[src/rtl/debounce_pkg.sv]
// Shared types and helpers for the front-panel key conditioner.
// Holds the per-channel hold-state encoding and the counter-width helper.
package debounce_pkg;

   typedef enum logic [1:0] {
      HS_IDLE   = 2'd0,
      HS_HOLD   = 2'd1,
      HS_REPEAT = 2'd2
   } hold_state_e;

   // Bits needed to hold any value in 0..max_val (always at least 1).
   function automatic int cnt_width(input int max_val);
      int w;
      w = 1;
      while ((w < 31) && ((1 << w) <= max_val)) w = w + 1;
      return w;
   endfunction

endpackage

[src/rtl/debounce_chan.sv]
// One key channel: synchroniser, debounce filter, press/release strobes and the
// hold FSM that produces long-press and auto-repeat strobes from the shared ms tick.
module debounce_chan
   import debounce_pkg::*;
#(
   parameter int DB_CYC       = 500,
   parameter int LONG_TICKS   = 1000,
   parameter int REPEAT_TICKS = 200,
   parameter int SYNC_STG     = 2
) (
   input  logic        clk,
   input  logic        rst,
   input  logic        btn_in,
   input  logic        ms_tick,
   output logic        btn_level,
   output logic        press_p,
   output logic        release_p,
   output logic        long_p,
   output logic        repeat_p,
   output hold_state_e hold_state
);

   localparam int HC_MAX = (LONG_TICKS > REPEAT_TICKS) ? LONG_TICKS : REPEAT_TICKS;
   localparam int DB_W   = cnt_width(DB_CYC);
   localparam int HC_W   = cnt_width(HC_MAX);
   localparam logic [DB_W-1:0] DB_LAST   = DB_W'(DB_CYC - 1);
   localparam logic [HC_W-1:0] LONG_LAST = HC_W'(LONG_TICKS - 1);
   localparam logic [HC_W-1:0] REP_LAST  = HC_W'((REPEAT_TICKS > 0) ? REPEAT_TICKS - 1 : 0);
   localparam bit              REPEAT_EN = (REPEAT_TICKS > 0);

   logic [SYNC_STG-1:0] sync_q;
   logic                sync_s;
   logic                stable_q;
   logic [DB_W-1:0]     db_cnt_q;
   logic                accept;
   logic                acc_press;
   logic                acc_release;
   logic                press_q;
   logic                release_q;

   assign sync_s      = sync_q[SYNC_STG-1];
   assign accept      = (sync_s != stable_q) && (db_cnt_q == DB_LAST);
   assign acc_press   = accept && sync_s;
   assign acc_release = accept && !sync_s;

   always_ff @(posedge clk or posedge rst) begin
      if (rst) sync_q <= '0;
      else     sync_q <= {sync_q[SYNC_STG-2:0], btn_in};
   end

   // Any sample equal to the accepted level restarts the stability count.
   always_ff @(posedge clk or posedge rst) begin
      if (rst) begin
         stable_q  <= 1'b0;
         db_cnt_q  <= '0;
         press_q   <= 1'b0;
         release_q <= 1'b0;
      end else begin
         press_q   <= acc_press;
         release_q <= acc_release;
         if (sync_s == stable_q) begin
            db_cnt_q <= '0;
         end else if (accept) begin
            stable_q <= sync_s;
            db_cnt_q <= '0;
         end else begin
            db_cnt_q <= db_cnt_q + DB_W'(1);
         end
      end
   end

   hold_state_e     state_q, state_d;
   logic [HC_W-1:0] hold_cnt_q, hold_cnt_d;
   logic            long_fired_q, long_fired_d;
   logic            long_q, long_d;
   logic            repeat_q, repeat_d;

   always_ff @(posedge clk or posedge rst) begin
      if (rst) begin
         state_q      <= HS_IDLE;
         hold_cnt_q   <= '0;
         long_fired_q <= 1'b0;
         long_q       <= 1'b0;
         repeat_q     <= 1'b0;
      end else begin
         state_q      <= state_d;
         hold_cnt_q   <= hold_cnt_d;
         long_fired_q <= long_fired_d;
         long_q       <= long_d;
         repeat_q     <= repeat_d;
      end
   end

   // Release is checked first so it suppresses a coincident long/repeat strobe.
   // long_fired freezes HOLD after the long strobe when repeat is disabled.
   always_comb begin
      state_d      = state_q;
      hold_cnt_d   = hold_cnt_q;
      long_fired_d = long_fired_q;
      long_d       = 1'b0;
      repeat_d     = 1'b0;
      if (acc_release) begin
         state_d      = HS_IDLE;
         hold_cnt_d   = '0;
         long_fired_d = 1'b0;
      end else begin
         case (state_q)
            HS_IDLE: begin
               if (acc_press) begin
                  state_d      = HS_HOLD;
                  hold_cnt_d   = '0;
                  long_fired_d = 1'b0;
               end
            end
            HS_HOLD: begin
               if (ms_tick && !long_fired_q) begin
                  if (hold_cnt_q == LONG_LAST) begin
                     long_d     = 1'b1;
                     hold_cnt_d = '0;
                     if (REPEAT_EN) state_d = HS_REPEAT;
                     else           long_fired_d = 1'b1;
                  end else begin
                     hold_cnt_d = hold_cnt_q + HC_W'(1);
                  end
               end
            end
            HS_REPEAT: begin
               if (ms_tick) begin
                  if (hold_cnt_q == REP_LAST) begin
                     repeat_d   = 1'b1;
                     hold_cnt_d = '0;
                  end else begin
                     hold_cnt_d = hold_cnt_q + HC_W'(1);
                  end
               end
            end
            default: state_d = HS_IDLE;
         endcase
      end
   end

   assign btn_level  = stable_q;
   assign press_p    = press_q;
   assign release_p  = release_q;
   assign long_p     = long_q;
   assign repeat_p   = repeat_q;
   assign hold_state = state_q;

endmodule

[src/rtl/debounce_multi.sv]
// N-channel key conditioner: one shared millisecond prescaler feeding N
// independent debounce/hold channels that emit one-cycle strobes.
module debounce_multi
   import debounce_pkg::*;
#(
   parameter int N_CH        = 4,
   parameter int CLK_HZ      = 50_000_000,
   parameter int DEBOUNCE_US = 500,
   parameter int LONG_MS     = 1000,
   parameter int REPEAT_MS   = 200,
   parameter int SYNC_STG    = 2
) (
   input  logic              clk,
   input  logic              rst,
   input  logic [N_CH-1:0]   btn_in,
   output logic [N_CH-1:0]   btn_level,
   output logic [N_CH-1:0]   press_p,
   output logic [N_CH-1:0]   release_p,
   output logic [N_CH-1:0]   long_p,
   output logic [N_CH-1:0]   repeat_p,
   output logic [2*N_CH-1:0] hold_state_dbg
);

   localparam int DB_CYC = CLK_HZ / 1_000_000 * DEBOUNCE_US;
   localparam int MS_CYC = CLK_HZ / 1000;
   localparam int PS_W   = cnt_width(MS_CYC);
   localparam logic [PS_W-1:0] PS_LAST = PS_W'(MS_CYC - 1);

   logic [PS_W-1:0] ps_cnt_q;
   logic            ms_tick;

   // Free-running so every channel shares one tick; hold timing is therefore +0/-1 ms.
   assign ms_tick = (ps_cnt_q == PS_LAST);

   always_ff @(posedge clk or posedge rst) begin
      if (rst)          ps_cnt_q <= '0;
      else if (ms_tick) ps_cnt_q <= '0;
      else              ps_cnt_q <= ps_cnt_q + PS_W'(1);
   end

   for (genvar i = 0; i < N_CH; i++) begin : g_ch
      hold_state_e ch_state;

      debounce_chan #(
         .DB_CYC       (DB_CYC),
         .LONG_TICKS   (LONG_MS),
         .REPEAT_TICKS (REPEAT_MS),
         .SYNC_STG     (SYNC_STG)
      ) u_chan (
         .clk        (clk),
         .rst        (rst),
         .btn_in     (btn_in[i]),
         .ms_tick    (ms_tick),
         .btn_level  (btn_level[i]),
         .press_p    (press_p[i]),
         .release_p  (release_p[i]),
         .long_p     (long_p[i]),
         .repeat_p   (repeat_p[i]),
         .hold_state (ch_state)
      );

      assign hold_state_dbg[2*i +: 2] = ch_state;
   end

endmodule
[config.mk]
export PLATFORM = sky130hd
export DESIGN_NAME = debounce_multi
export DESIGN_NICKNAME = d
export VERILOG_FILES = /design/src/rtl/debounce_pkg.sv /design/src/rtl/debounce_chan.sv /design/src/rtl/debounce_multi.sv
export SDC_FILE = /design/constraint.sdc
export NUM_CORES = 1
export LEC_CHECK = 0
export CAP_MARGIN = 20
export CELL_PAD_IN_SITES_DETAIL_PLACEMENT = 0
export CELL_PAD_IN_SITES_GLOBAL_PLACEMENT = 1
export CORE_UTILIZATION = 48
export DETAILED_ROUTE_END_ITERATION = 16
export GPL_ROUTABILITY_DRIVEN = 0
export GPL_TIMING_DRIVEN = 0
export PLACE_DENSITY = 0.86
export SLEW_MARGIN = 20
export SYNTH_ARGS = -nofsm -noshare
export SYNTH_HDL_FRONTEND = slang
export SYNTH_SLANG_ARGS = --single-unit
[constraint.sdc]
create_clock -name clk -period 6.3 [get_ports clk]
set_clock_uncertainty 0.15 [all_clocks]
set_input_delay 1.26 -clock clk [delete_from_list [all_inputs] [get_ports clk]]
set_output_delay 1.26 -clock clk [all_outputs]
set_load 0.05 [all_outputs]
== Word level (Yosys, flattened, before mapping) ==
Index checks and enable logic that the tools add are counted.

* Output and inout bits: 28
* Flip-flop bits (word level): 156

* Muxes and demuxes: 101
* Bitwise gates (word level): 4
* Reductions and logical operators: 56
* Add/sub/neg operators: 9
* Eq/ne operators: 49

{| class="wikitable"
|+ Operators with widths
! kind !! number
|-
| 10-bit 2-to-1 mux || 24
|-
| 15-bit 2-to-1 mux || 8
|-
| 10-bit case mux with 3 select lines || 4
|-
| 15-bit by 1-bit adder with 15-bit output (second input constant) || 4
|-
| 15-bit == test (second input constant) || 4
|-
| 1-bit 2-to-1 mux || 44
|-
| 10-bit by 1-bit adder with 10-bit output (second input constant) || 4
|-
| 10-bit == test (second input constant) || 4
|-
| 10-bit by 8-bit == test with 1-bit output (second input constant) || 4
|-
| 3-bit by 1-bit != test with 1-bit output (second input constant) || 13
|-
| 2-bit 2-to-1 mux || 16
|-
| 4-bit AND reduction || 8
|-
| 2-bit case mux with 3 select lines || 4
|-
| 16-bit by 1-bit adder with 16-bit output (second input constant) || 1
|-
| 16-bit == test (second input constant) || 1
|-
| 1-bit logical AND || 16
|-
| 16-bit 2-to-1 mux || 1
|-
| 2-bit AND reduction || 8
|-
| 2-bit nonzero test || 8
|-
| 4-bit nonzero test || 4
|-
| 3-bit by 2-bit != test with 1-bit output (second input constant) || 3
|-
| 2-bit by 1-bit == test with 1-bit output (second input constant) || 4
|-
| 2-bit == test (second input constant) || 4
|-
| 1-bit logical NOT || 8
|-
| other kinds (5) || 20
|}

== Depth between registers and ports, before layout ==
* Word-level depth: 6
* Depth in mapped cells: 9
* Depth with buffers taken out: 8

== Hierarchy ==
From an unflattened synthesis, not the netlist that was laid out.

* Cells, all modules: 782
* Area, all modules: 8042.7 µm²

{| class="wikitable"
|+ Modules (own cells, without submodules)
! module !! area an instance (µm²) !! cells an instance !! instances !! seq. area each (µm²)
|-
| debounce_chan || 1814.2 || 178 || 4 || 850.8
|-
| debounce_multi || 785.8 || 70 || 1 || 400.4
|}

== Worst setup path before layout ==
OpenSTA, ideal clock, no wires.

* Kind: flip-flop to flip-flop
* Start: reg ps_cnt_q[12]
* End: reg g_ch[2].u_chan.hold_cnt_q[4]
* Setup slack: 3697 ps
* Stages on the path, launching flop included: 9
* Path buffers: 2
* Arrival: 2322 ps
* Period minus slack after synthesis: 2603 ps
* Cell sequence: dfrtp_1 or4_4 or4_1 buf_2 buf_2 nor3_1 a221oi_1 o21ai_0 o31ai_1

* Longest elaborated chain between the ends: 4
* Elaborated cells on any way between the ends: 5
* Those cells by class: 3 x eq/ne; 2 x reduce/logical

{| class="wikitable"
|+ RTL lines
! item !! line !! RTL
|-
| start, declared || debounce_multi.sv:29 || <nowiki>logic [PS_W-1:0] ps_cnt_q;</nowiki>
|-
| start signal, assigned || debounce_multi.sv:38 || <nowiki>else ps_cnt_q <= ps_cnt_q + PS_W'(1);</nowiki>
|-
| 16-bit == test * || debounce_multi.sv:33 || <nowiki>assign ms_tick = (ps_cnt_q == PS_LAST);</nowiki>
|-
| 1-bit logical AND || debounce_chan.sv:116 || <nowiki>if (ms_tick && !long_fired_q) begin</nowiki>
|-
| 3-bit by 1-bit != test with 1-bit output (no line) || n/a ||
|-
| 4-bit AND reduction (no line) * || n/a ||
|-
| end signal, assigned || debounce_chan.sv:87 || <nowiki>hold_cnt_q <= hold_cnt_d;</nowiki>
|-
| end, declared || debounce_chan.sv:73 || <nowiki>logic [HC_W-1:0] hold_cnt_q, hold_cnt_d;</nowiki>
|}

Mark *: on every way between the ends. The rest lies on a longest branch, timed or not.
A chain may end at the register's enable or synchronous reset.

== Worst setup path after layout ==
* Start: reg g_ch[2].u_chan.stable_q
* End: out btn_level[2]

{| class="wikitable"
|+ RTL lines
! item !! line !! RTL
|-
| start, declared || debounce_chan.sv:33 || <nowiki>logic stable_q;</nowiki>
|-
| start signal, assigned || debounce_chan.sv:64 || <nowiki>stable_q <= sync_s;</nowiki>
|-
| end, declared || debounce_multi.sv:16 || <nowiki>output logic [N_CH-1:0] btn_level,</nowiki>
|}

No word-level cell between the ends.

==> run metrics <==
Power Density 231 nW/um^2; largest net degree at the start of global routing 99; Post-Layout Cell Count roughly 1100; First-pass DRT Iterations 5; synthesized area 7950 sq um; run status finished clean; DR WL/cell 14.3 um; RR Startpoint ps_cnt_q[12]$_DFF_PP0_; post-cts sizing count 0; Static Leak 3.98 nW; Worst Setup SP g_ch[2].u_chan.btn_level$_DFFE_PP0P_; # DRC 0; Post-synth EDFFs 0; initial antenna violation count 0; # H-tree levels 4; Initial Util 0.497; # hold bufs at CTS 0; setup slack at placement 3.11 ns; top-count cell post-synth dfrtp_1; routed vias ~6000; Fillers 1460; Final Max Slew Viols 0; crit-path max cell delay 0.79 ns; finished layout cell area 9230 sq um; remaining antenna violation count 0; Die Wd 131 um; area occupied by multi-input gates 3810 sq um; Die Area roughly 17000 sq um; Final Hold Fails 0; gr usage total 0.203; share of the synthesized area in the top cell type 0.479; CTS tree yes; Max Cap Viol 0; CP max stage cell clkdlybuf4s50_1; critical path class register to primary output; Buf/Inv on CP 2; CP cell instances buf_4, clkdlybuf4s50_1; Die Y 131 um; FF/Latch Area 3800 sq um; vias in the first global route between 5000 and 6000; ys async rst share 1.00; Worst EP required 4.89 ns; synthesized instance count between 800 and 900; WP data arrival 1.82 ns; # IOs 34; DR iter-0 viols 423; r2r endpoint g_ch[2].u_chan.hold_cnt_q[5]$_DFFE_PP0P_; Final setup viols 0; placed insts 1086; post-synthesis sequential area ratio 0.479; Synth area leader dfrtp_1; overall routed net length 15900 um; r2r setup slk 3.08 ns; TritonCTS buffer count 17; Post-DP Area 8600 sq um; syn_nets 865; critical path depth 2; I/O Buffers 33; Fmax a little over 0.3 GHz; Antenna diodes 0; critical path endpoint btn_level[2]; post-synth cell types 60; top post-synthesis cells by area dfrtp_1 48%, nor2_1 5.6%, xor2_1 4.3%, ha_1 3.9%, nand2_1 3.4%; Setup Fix Bufs, Post-CTS 0; clock sink total 152; worst skew pair latency 0.42 ns; unrepaired setup endpoints after global routing false; VDD IR max between 0.00015 and 0.0002 V; Cell Rows 46; Worst slew margin 0.390; Synth Warn # 0; Detailed Place HPWL 10700 um; CP max FO 5; Critical Path Sink Type primary output; setup ws final 3.07 ns; nets 920; syn avg cell area 9.53 sq um; top cells by instance count after synthesis 152 x dfrtp_1, 118 x nor2_1, 71 x nand2_1, 51 x nand3_1, 45 x o21ai_0; via/cell ratio between 5 and 6; Worst Hold Class register to register; Synth Register Bits between 150 and 200; gr ovfl total 0; R2R depth 10; layout cells sized above 1 0.0765; area grow syn2layout 16.2%; Root Buffer clkbuf_16; critical path's top delay family buffers and inverters; maximum buffer depth of the clock tree 2; first-pass GRT wire length 27400 um; Primary FF master, synth dfrtp_1; Worst setup SP type register; Reg clk slew, reported paths ~0.060 ns; Core Area approximately 16000 sq um; Tcrit/Tclk final 0.512; crit path time final 3.23 ns; slew of the pin with the lowest slew margin 0.908 ns; Hold Slack about 0.20 ns
-- area by class of cell --
| class | instances | area share |
|---|---|---|
| Buffer | 39 | 0.0253 |
| Timing Repair Buffer | 36 | 0.0404 |
| Tap cell | 216 | 0.0293 |
| Clock buffer | 19 | 0.0469 |
| Sequential cell | 152 | 0.412 |
| Clock inverter | 13 | 0.0218 |
| Inverter | 26 | 0.0114 |
| Multi-Input combinational cell | 617 | 0.413 |
-- logic make-up (layout without fill, tap and decap cells) --
logic type                 after synthesis  count (layout)  synth area share
buffers and inverters                   65             133            0.0417
adders and majority gates               25              25            0.0394
DFF                                    152             152             0.479
AOI/OAI and AO/OA                      113             113            0.0951
and+or+nand+nor                        408             408             0.266
xor gates and xnor gates                67              67            0.0738
muxes                                    4               4           0.00504
-- per-layer routing --
metal / track usage / vias up / routed length (um)
met5: 0 / - / 0
met4: 0.0527 / 0 / 165
met3: 0.0456 / 16 / 436
met2: 0.326 / 80 / 7360
met1: 0.279 / 2892 / 7990
li1: - / 3039 / -
-- cell usage in the layout (no fill, tap or decap), types with 4 or more instances in the layout --
cell and count:
or2_2 4, or4_1 6, and3_1 37, nand4b_1 4
o31ai_1 21, nand2b_1 15, dfrtp_1 152, nor4bb_1 5
bufinv_16 5, ha_1 25, nand2_1 71, and4_1 4
nor3_1 18, clkbuf_1 16, nor4_1 13, mux2i_1 4
clkdlybuf4s50_1 33, nand3_1 51, clkinv_2 4, and2_1 6
o2bb2a_1 7, xnor2_1 28, and4b_1 8, nor2_1 118
xor2_1 39, o21ai_0 45, nand4_1 15, inv_1 25
a21oi_1 11, buf_2 5, nor2b_1 6, clkbuf_16 17
buf_4 20, or3_1 9
-- power breakdown --
part	switching [mW]	total, mW	internal [mW]
registers	0.00974	0.995	0.985
clock network	0.394	1.09	0.701
logic	0.0332	0.0467	0.0135
-- through the flow --
| step | util | power [mW] | TNS [ns] |
|---|---|---|---|
| floorplan | - | 1.04 | 0 |
| CTS | 0.577 | 2.16 | 0 |
| global route | 0.577 | 2.22 | 0 |
| detailed placement | 0.537 | 1.06 | 0 |
| global placement | 0.534 | 1.06 | -193.85 |
| finish | 0.577 | 2.14 | 0 |
-- worst reg2reg max path, cell delays in order, from the launching register on --
cell	delay [ns]
dfrtp_1	0.42
or4_4	0.57
or4_1	0.46
buf_2	0.18
buf_2	0.23
nor3_1	0.22
a221oi_1	0.10
clkdlybuf4s18_2	0.32
buf_2	0.17
o21ai_0	0.16
o31ai_1	0.09
-- state kept, by name (all words and copies together) (netlist names) --
name / count
g_ch.u_chan.hold_cnt_q: 40
g_ch.u_chan.release_p: 4
g_ch.u_chan.hold_state: 8
g_ch.u_chan.long_p: 4
ps_cnt_q: 16
g_ch.u_chan.repeat_p: 4
g_ch.u_chan.press_p: 4
g_ch.u_chan.db_cnt_q: 60
g_ch.u_chan.btn_level: 4
g_ch.u_chan.sync_q: 8
-- how the worst min path moves through the flow --
stage / from / cells after the start / slack [ns] / to
floorplan: g_ch[0].u_chan.sync_q[0]$_DFF_PP0_ / 0 / 0.18 / g_ch[0].u_chan.sync_q[1]$_DFF_PP0_
global placement: g_ch[1].u_chan.sync_q[0]$_DFF_PP0_ / 0 / 0.18 / g_ch[1].u_chan.sync_q[1]$_DFF_PP0_
detailed placement: g_ch[1].u_chan.sync_q[0]$_DFF_PP0_ / 0 / 0.19 / g_ch[1].u_chan.sync_q[1]$_DFF_PP0_
CTS: g_ch[1].u_chan.sync_q[0]$_DFF_PP0_ / 0 / 0.20 / g_ch[1].u_chan.sync_q[1]$_DFF_PP0_
global route: g_ch[1].u_chan.sync_q[0]$_DFF_PP0_ / 0 / 0.21 / g_ch[1].u_chan.sync_q[1]$_DFF_PP0_
finish: g_ch[1].u_chan.sync_q[0]$_DFF_PP0_ / 0 / 0.20 / g_ch[1].u_chan.sync_q[1]$_DFF_PP0_
Note: power is estimated with default switching activity, not from simulation.
